## config.mk

```make
export PLATFORM = sky130hd
export DESIGN_NAME = pool_stream_engine
export DESIGN_NICKNAME = d
export VERILOG_FILES = /design/src/rtl/pool_stream_engine.sv
export SDC_FILE = /design/constraint.sdc
export NUM_CORES = 2
export LEC_CHECK = 0
export BUFFER_PORTS_ARGS = -buffer_cell sky130_fd_sc_hd__buf_2
export CAP_MARGIN = 20
export CORE_MARGIN = 1.5
export CORE_UTILIZATION = 68
export DETAILED_ROUTE_END_ITERATION = 16
export PLACE_DENSITY_LB_ADDON = 0.25
export SETUP_SLACK_MARGIN = 0.5
export SLEW_MARGIN = 20
export SYNTH_ARGS = -nofsm -noshare
export SYNTH_HDL_FRONTEND = slang
export SYNTH_SLANG_ARGS = --single-unit
```

## constraint.sdc

```tcl
create_clock -name clk -period 9.59 [get_ports clk]
set_input_delay 1.918 -clock clk [delete_from_list [all_inputs] [get_ports clk]]
set_output_delay 1.918 -clock clk [all_outputs]
set_load 0.005 [all_outputs]
```

## src/rtl/pool_stream_engine.sv

```systemverilog
// rtl/pool_stream_engine.sv - streaming 2x2/4x4 max/average pooling engine with internal row buffer
module pool_stream_engine #(
    parameter int DATA_WIDTH = 16,
    parameter int MAX_WIDTH  = 64,
    parameter int MAX_HEIGHT = 64
) (
    input  logic                               clk,
    input  logic                               nrst,
    input  logic                               start,
    input  logic                               cfg_mode,
    input  logic                               cfg_win,
    input  logic [$clog2(MAX_WIDTH + 1)-1:0]   cfg_width,
    input  logic [$clog2(MAX_HEIGHT + 1)-1:0]  cfg_height,
    input  logic                               in_valid,
    output logic                               in_ready,
    input  logic [DATA_WIDTH-1:0]              in_data,
    output logic                               out_valid,
    input  logic                               out_ready,
    output logic [DATA_WIDTH-1:0]              out_data,
    output logic                               busy,
    output logic                               done
);

    localparam int WW    = $clog2(MAX_WIDTH + 1);
    localparam int HW    = $clog2(MAX_HEIGHT + 1);
    localparam int ACC_W = DATA_WIDTH + 4;
    localparam int NBUF  = MAX_WIDTH / 2;
    localparam int GW    = $clog2(NBUF);

    typedef enum logic [1:0] {
        S_IDLE,
        S_RUN,
        S_FLUSH,
        S_DONE
    } state_t;

    state_t state, state_nxt;

    logic                    mode_q;
    logic                    win_q;
    logic [WW-1:0]           width_q;
    logic [HW-1:0]           height_q;
    logic [WW-1:0]           col;
    logic [HW-1:0]           row;
    logic signed [ACC_W-1:0] row_buf [NBUF];

    logic [WW-1:0]           kmask_w;
    logic [HW-1:0]           kmask_h;
    logic [WW-1:0]           kstart_w;
    logic [HW-1:0]           kstart_h;
    logic                    accept;
    logic                    in_region;
    logic                    win_first;
    logic                    win_last;
    logic                    last_pix;
    logic [GW-1:0]           g;
    logic signed [ACC_W-1:0] pix_ext;
    logic signed [ACC_W-1:0] acc_cur;
    logic signed [ACC_W-1:0] acc_upd;
    logic signed [ACC_W-1:0] acc_shift;
    logic [DATA_WIDTH-1:0]   pooled;

    // Window geometry: K-1 masks from the latched window, K itself from the incoming config
    assign kmask_w  = win_q ? WW'(3) : WW'(1);
    assign kmask_h  = win_q ? HW'(3) : HW'(1);
    assign kstart_w = cfg_win ? WW'(4) : WW'(2);
    assign kstart_h = cfg_win ? HW'(4) : HW'(2);

    assign in_ready = (state == S_RUN) && (!out_valid || out_ready);
    assign busy     = (state == S_RUN) || (state == S_FLUSH);
    assign done     = (state == S_DONE);
    assign accept   = in_valid && in_ready;

    // Pixels right of WE or below HE belong to no complete window and are dropped
    assign in_region = (col < (width_q & ~kmask_w)) && (row < (height_q & ~kmask_h));
    assign win_first = ((col & kmask_w) == '0) && ((row & kmask_h) == '0);
    assign win_last  = ((col & kmask_w) == kmask_w) && ((row & kmask_h) == kmask_h);
    assign last_pix  = (col == width_q - 1'b1) && (row == height_q - 1'b1);

    assign g       = win_q ? GW'(col >> 2) : GW'(col >> 1);
    assign pix_ext = {{(ACC_W - DATA_WIDTH){in_data[DATA_WIDTH-1]}}, in_data};
    assign acc_cur = row_buf[g];

    // Fold the current pixel into its window's partial result
    always_comb begin
        acc_upd = pix_ext;
        if (!win_first) begin
            if (mode_q)
                acc_upd = acc_cur + pix_ext;
            else
                acc_upd = (pix_ext > acc_cur) ? pix_ext : acc_cur;
        end
    end

    // Average divides by K*K with an arithmetic shift so negative sums floor toward -inf
    assign acc_shift = win_q ? (acc_upd >>> 4) : (acc_upd >>> 2);
    assign pooled    = mode_q ? DATA_WIDTH'(acc_shift) : DATA_WIDTH'(acc_upd);

    // State register
    always_ff @(posedge clk or negedge nrst) begin
        if (!nrst)
            state <= S_IDLE;
        else
            state <= state_nxt;
    end

    // Next-state logic; maps smaller than one window finish without running
    always_comb begin
        state_nxt = state;
        case (state)
            S_IDLE: begin
                if (start) begin
                    if ((cfg_width < kstart_w) || (cfg_height < kstart_h))
                        state_nxt = S_DONE;
                    else
                        state_nxt = S_RUN;
                end
            end
            S_RUN: begin
                if (accept && last_pix)
                    state_nxt = S_FLUSH;
            end
            S_FLUSH: begin
                if (!out_valid || out_ready)
                    state_nxt = S_DONE;
            end
            S_DONE: begin
                state_nxt = S_IDLE;
            end
            default: begin
                state_nxt = S_IDLE;
            end
        endcase
    end

    // Config latch, raster counters, row buffer and output register
    always_ff @(posedge clk or negedge nrst) begin
        if (!nrst) begin
            mode_q    <= 1'b0;
            win_q     <= 1'b0;
            width_q   <= '0;
            height_q  <= '0;
            col       <= '0;
            row       <= '0;
            out_valid <= 1'b0;
            out_data  <= '0;
            for (int i = 0; i < NBUF; i++)
                row_buf[i] <= '0;
        end else begin
            if ((state == S_IDLE) && start) begin
                mode_q   <= cfg_mode;
                win_q    <= cfg_win;
                width_q  <= cfg_width;
                height_q <= cfg_height;
                col      <= '0;
                row      <= '0;
            end
            if (accept) begin
                if (col == width_q - 1'b1) begin
                    col <= '0;
                    row <= row + 1'b1;
                end else begin
                    col <= col + 1'b1;
                end
                if (in_region)
                    row_buf[g] <= acc_upd;
            end
            if (out_valid && out_ready)
                out_valid <= 1'b0;
            if (accept && in_region && win_last) begin
                out_valid <= 1'b1;
                out_data  <= pooled;
            end
        end
    end

endmodule

```

After elaboration in Yosys (flattened, before gate mapping)
Cells that the tools add are included.
{ "totals": {"register_bits": 689, "latch_bits": 0, "ram_bits": 0, "mem_bits_ro": 0, "in_bits": 37, "output_inout_bits": 20, "elab_cells": 119, "memories": 0} }
{ "classes": {"n_addsub": 5, "n_mul": 0, "n_div": 0, "order_cmp": 7, "n_eq_ne": 10, "shifts": 0, "n_mux": 27, "bitwise_logic": 6, "reduce_logical": 23} }
{ "op_table": {"columns": ["op", "n"], "rows": [
  ["bitwise mux 640 bit", 1],
  ["two-way mux 20 bit", 6],
  ["binary-select mux 20 bit (select 5 bit)", 1],
  ["demux 20 bit (select 5 bit)", 1],
  ["two-way mux 7 bit", 6],
  ["two-way mux 16 bit", 2],
  ["adder 20 x 16 -> 20 bit", 1],
  ["> comparator 16 x 20 -> 1 bit", 1],
  ["adder 7 x 1 -> 7 bit, second input constant", 2],
  ["AND 7 x 2 -> 7 bit", 2],
  ["AND 7 bit", 2],
  ["equality test 7 x 2 -> 1 bit", 2],
  ["equality test 7 bit", 2],
  ["logical NOT 7 bit", 2],
  ["< comparator 7 x 3 -> 1 bit", 2],
  ["< comparator 7 bit", 2],
  ["subtractor 7 x 1 -> 7 bit, second input constant", 2],
  ["logical AND 1 bit", 12],
  ["two-way mux 2 bit", 5],
  ["case mux 2 bit (4 select lines)", 1],
  ["inverter 2 -> 7 bit", 1],
  [">= comparator 6 bit, second input constant", 1],
  ["< comparator 6 x 1 -> 1 bit, second input constant", 1],
  ["inverter 5 -> 6 bit", 1],
  ["13 further kinds", 19]
]} }

Longest topological paths before layout
{ "depth": {"depth_word": 11, "depth_mapped": 25, "depth_no_buf": 19} }

Least setup slack after synthesis
Ideal clock, no wire load.
{ "synth_path": {"path_type": "register to register", "start": "register col[2]", "end": "register row_buf[97] in the netlist's numbering", "setup_ps": 124, "arrival_time_ps": 5319, "required_ps": 9466, "slack_ps": 4147, "path_stages_with_launch": 22, "path_buffers": 7, "synth_period_minus_slack_ps": 5443, "path_cell_list": "dfrtp_1 -> buf_2 -> buf_4 -> buf_2 -> buf_2 -> buf_4 -> mux4_2 -> a22oi_1 -> and4_1 -> o221ai_1 -> inv_1 -> ha_1 -> clkbuf_1 -> nand4_1 -> or4_4 -> or2_4 -> and3_4 -> a21oi_2 -> nand2_2 -> a222oi_1 -> buf_6 -> o21ai_2"} }
{ "synth_between": {"elab_chain_len": 10, "elab_cells_between_ends": 22, "cone_classes": "add/sub (1); order compare (4); mux (10); bitwise (2); reduce/logical (5)"} }
{ "synth_lines": {"columns": ["element", "line", "text"], "rows": [
  ["start: declaration", "43", "logic [WW-1:0] col;"],
  ["start signal: assignment", "163", "col <= col + 1'b1;"],
  ["two-way mux 5 bit", "80", "assign g = win_q ? GW'(col >> 2) : GW'(col >> 1);"],
  ["inverter 5 -> 6 bit (not written as such)", "82, 166", null],
  ["binary-select mux 20 bit (select 5 bit)", "82", "assign acc_cur = row_buf[g];"],
  ["two-way mux 20 bit (not written as such) (2 in series)", "82", null],
  ["> comparator 16 x 20 -> 1 bit", "91", "acc_upd = (pix_ext > acc_cur) ? pix_ext : acc_cur;"],
  ["two-way mux 20 bit", "91", null],
  ["two-way mux 20 bit", "88", "if (mode_q)"],
  ["two-way mux 20 bit", "87", "if (!win_first) begin"],
  ["bitwise mux 640 bit", "166", "row_buf[g] <= acc_upd;"],
  ["end signal: indexed assignment", "166", null],
  ["end: declaration", "45", "logic signed [ACC_W-1:0] row_buf [NBUF];"]
]} }
Parallel ways exist; a longest one is shown, timed or not. The select of a mux whose other input is x is not followed.
A chain may end at the register's enable or synchronous reset.

Worst setup path after layout
{ "layout_path": {"start": "register win_q", "end": "register row_buf[141] in the netlist's numbering"} }
{ "layout_between": {"elab_chain_len": 10, "elab_cells_between_ends": 29, "cone_classes": "add/sub (1); order compare (5); mux (11); bitwise (6); reduce/logical (6)"} }
{ "layout_lines": {"columns": ["element", "line", "text"], "rows": [
  ["start: declaration", "40", "logic win_q;"],
  ["start signal: assignment", "152", "win_q <= cfg_win;"],
  ["two-way mux 5 bit", "80", null],
  ["inverter 5 -> 6 bit (not written as such)", "82, 166", null],
  ["binary-select mux 20 bit (select 5 bit)", "82", null],
  ["two-way mux 20 bit (not written as such) (2 in series)", "82", null],
  ["> comparator 16 x 20 -> 1 bit", "91", null],
  ["two-way mux 20 bit", "91", null],
  ["two-way mux 20 bit", "88", null],
  ["two-way mux 20 bit", "87", null],
  ["bitwise mux 640 bit", "166", null]
]} }
Parallel ways exist; a longest one is shown, timed or not. The select of a mux whose other input is x is not followed.

==> results_dict.tcl <==
set metrics [dict create \
    status "finished, final reports clean" \
    final_area_um2 37900 \
    numCtsBuffers 71 \
    critical_path_required_ns 10.05 \
    tns_ns 0 \
    whs_endpoint "row_buf[314]$_DFFE_PN0P_" \
    die_width_um 229 \
    ios 57 \
    drtAntennaViolNets 0 \
    die_area_um2 52500 \
    cts_max_path_buffers 3 \
    reg2reg_slack_ns 1.77 \
    syn_nets 3864 \
    min_from "row_buf[314]$_DFFE_PN0P_" \
    syn-instance-count 3763 \
    ys_async_sr_fraction_pct 100 \
    critical_path.max_fanout 55 \
    max_stage_delay_ns 0.87 \
    grt_usage_pct 42.3 \
    floorplan.initialDensity_pct 69.2 \
    viasPerCell 6.86 \
    antenna_found_initial 3 \
    tritoncts "yes" \
    syn_area_um2 34800 \
    synthToLayoutAreaGrowth_pct 9.11 \
    cap_violations 0 \
    reg2regPathDepth 16 \
    slew_violations 0 \
    synth_warnings 0 \
    firstDrtPassIters 7 \
    start_kind "flop" \
    vias 30100 \
    period_share_pct 81.6 \
    peakVddDrop_mv 0.162 \
    drt-initial-drc-count 3739 \
    setup_viol 0 \
    core_area_um2 50300 \
    fin_nets 3758 \
    row_count 82 \
    ys_ff_latch 689 \
    slowest_stage "mux2i_4" \
    powerDensity_nw_per_um2 261 \
    worst_hold_slack_ns 0.474 \
    die_y_um 229 \
    clkTransAtPathRegs_ns 0.06 \
    max_slew_margin_pct 21.6 \
    end_kind "flop" \
    place_congestion 0.933 \
    worst_slack_ns 1.77 \
    rsz0062_at_grt "false" \
    worstMarginPinSlew_ns 1.17 \
    grt_pass1_wl_um 170000 \
    hold_class "reg2reg" \
    cts_sinks 689 \
    arrival_ns 8.28 \
    leakagePower_nw 16.4 \
    grt_pass1_vias 29600 \
    synth_edf_count 0 \
    pre_cts_ws_ns 1.61 \
    grt_max_degree 158 \
    numPortBuffers 56 \
    wire_per_inst_um 25.0 \
    postCtsSetupBuffers 0 \
    min_delay_path_depth 2 \
    fin_skew_ns 0.0316 \
    drt_wl_total_um 109000 \
    place_area_um2 35400 \
    ctsResizeCount 0 \
    regToRegStartpoint "win_q$_DFFE_PN0P_" \
    drc_errors 0 \
    synth-seq-area-share_pct 49.6 \
    crit_type "reg2reg" \
    layout-drive-gt1-share_pct 12.4 \
    clk_latency_ns 0.65 \
    period_needed_ns 7.83 \
    clockRootBuffer "clkbuf_16" \
    hold_violations 0 \
    r2r_end "row_buf[141]$_DFFE_PN0P_" \
    hold_buffers 0 \
    worstPathCellList "mux2i_4 > buf_4 > nand2_1 > a32oi_1 > nand4_1 > nor3_1 > ha_1 > or4_1 > or4_4 > a21oi_1 > or4_1 > nand4_1 > nor2_1 > a22oi_1 > nand2_2 > o21ai_0" \
    ys_types 87 \
    dp_hpwl_um 68200 \
    max_freq_mhz 128 \
    grt_overflow_total 0 \
    htree_levels 3 \
    ys.flop_type "dfrtp_1" \
    avgSynthCellArea_um2 9.24 \
]
## logic make-up after synthesis
kind of cell    synth area share (%)
buf+inv                         4.43
mux                             8.96
compound gates                  16.6
simple gates                    17.2
xor+xnor                       0.856
flops                           49.6
fa+ha+maj                       2.32
## routing by layer
| layer | track usage, % | vias up | share of wire, % |
|---|---|---|---|
| met4 | 24.0 | 6 | 6.1 |
| li1 | - | 12900 | - |
| met2 | 64.3 | 1975 | 45 |
| met1 | 54.5 | 14700 | 36 |
| met5 | 0 | - | 0.036 |
| met3 | 12.8 | 487 | 13 |
## state kept, by name, indices dropped and copies added, names as in the netlist
register,count
row,7
mode_q,1
out_data,16
row_buf,640
out_valid,1
col,7
width_q,7
win_q,1
height_q,7
state,2
## area by class of cell
class                   instances  area [µm²]
diodes                          1        2.50
clock buffers                 103        2110
clock inverters                25         365
fillers                      3425       12300
inverters                      64         240
multi-input cells            2690       16200
flip-flops and latches        689       17200
well taps                     672         841
repair buffers                141         966
## cell usage in the layout (no fill, tap or decap), types with 8 or more instances in the layout
cell type / Yosys / routed
nand2_1: 1067 / 1066
dfrtp_1: 689 / 685
o21ai_0: 560 / 560
nand3_1: 103 / 102
o21ai_1: 102 / 96
mux4_2: 88 / 88
buf_4: 8 / 82
mux2i_1: 74 / 73
clkbuf_16: 0 / 71
inv_1: 63 / 63
ha_1: 63 / 63
a21oi_1: 63 / 58
buf_2: 36 / 55
nor2_1: 45 / 45
a32oi_1: 42 / 42
nand4_1: 38 / 38
o21ai_2: 30 / 33
mux2_2: 33 / 32
a22oi_1: 31 / 31
nor3_1: 30 / 30
xnor2_1: 27 / 27
o22ai_1: 22 / 22
clkbuf_8: 0 / 21
a31oi_1: 20 / 20
and3_1: 17 / 17
a21o_1: 16 / 16
o21a_1: 11 / 11
nand2b_1: 11 / 11
clkbuf_1: 259 / 11
a221oi_1: 9 / 9
clkinv_2: 0 / 9
nor4_1: 8 / 8
and4_1: 8 / 8
nor2b_1: 8 / 8
## cells in the mapped netlist (all sizes together) (6+ instances only)
cell | count | area, µm²
a31oi | 20 | 125
a21oi | 64 | 324
nor3b | 7 | 52.6
a211oi | 7 | 52.6
mux2 | 33 | 372
o22ai | 22 | 138
buf | 61 | 327
xor2 | 7 | 61.3
dfrtp | 689 | 17200
nand3b | 7 | 52.6
nand4 | 38 | 238
nor2b | 8 | 50.1
nor3 | 30 | 150
o21a | 11 | 82.6
or2 | 6 | 40.1
mux2i | 75 | 763
a32oi | 42 | 368
or4 | 8 | 63.8
o221ai | 7 | 61.3
a22oi | 31 | 233
clkbuf | 259 | 972
or3b | 10 | 87.6
and2 | 7 | 43.8
and3 | 18 | 118
o211ai | 6 | 45.0
nor4 | 8 | 50.1
ha | 63 | 788
a22o | 7 | 61.3
mux4 | 88 | 1980
and4 | 8 | 70.1
nand2 | 1068 | 4010
o21ai | 692 | 3580
a21o | 16 | 120
a221oi | 9 | 78.8
nand3 | 103 | 515
xnor2 | 27 | 236
nand2b | 11 | 68.8
o31ai | 7 | 52.6
inv | 64 | 240
nor2 | 45 | 169
## per-stage QoR
step | utilization, % | power [mW] | cells
3_5_place_dp | 70.5 | 6.88 | 4256
4_1_cts | 75.4 | 9.77 | 4384
5_1_grt | 75.5 | 10.3 | 4384
6_report | 75.5 | 9.90 | 4385
2_1_floorplan | - | 5.70 | 3763
3_3_place_gp | 70.5 | 6.80 | 4256
## worst max path at each step
stage,start,to,slack [ns],cells past startpoint
after CTS,col[2]$_DFFE_PN0P_,row_buf[121]$_DFFE_PN0P_,1.60,16
final,win_q$_DFFE_PN0P_,row_buf[141]$_DFFE_PN0P_,1.77,16
after floorplan,col[2]$_DFFE_PN0P_,row_buf[97]$_DFFE_PN0P_,4.15,21
after global routing,win_q$_DFFE_PN0P_,row_buf[368]$_DFFE_PN0P_,1.48,16
after detailed placement,win_q$_DFFE_PN0P_,row_buf[121]$_DFFE_PN0P_,1.61,16
after global placement,win_q$_DFFE_PN0P_,out_data[14]$_DFFE_PN0P_,1.83,16
## where the power goes
group | internal [mW] | switching [mW]
clock network | 1.68 | 1.23
registers | 3.06 | 0.153
logic | 1.10 | 2.66
## worst max-delay path: cells and delay by family, from the launching register on
kind	cells	cell delay (ns)
buf+inv	1	0.68
simple gates	9	3.84
fa+ha+maj	1	0.43
flops	1	0.77
compound gates	4	0.98
mux	1	0.87
Power figures use the tool's default switching activity.
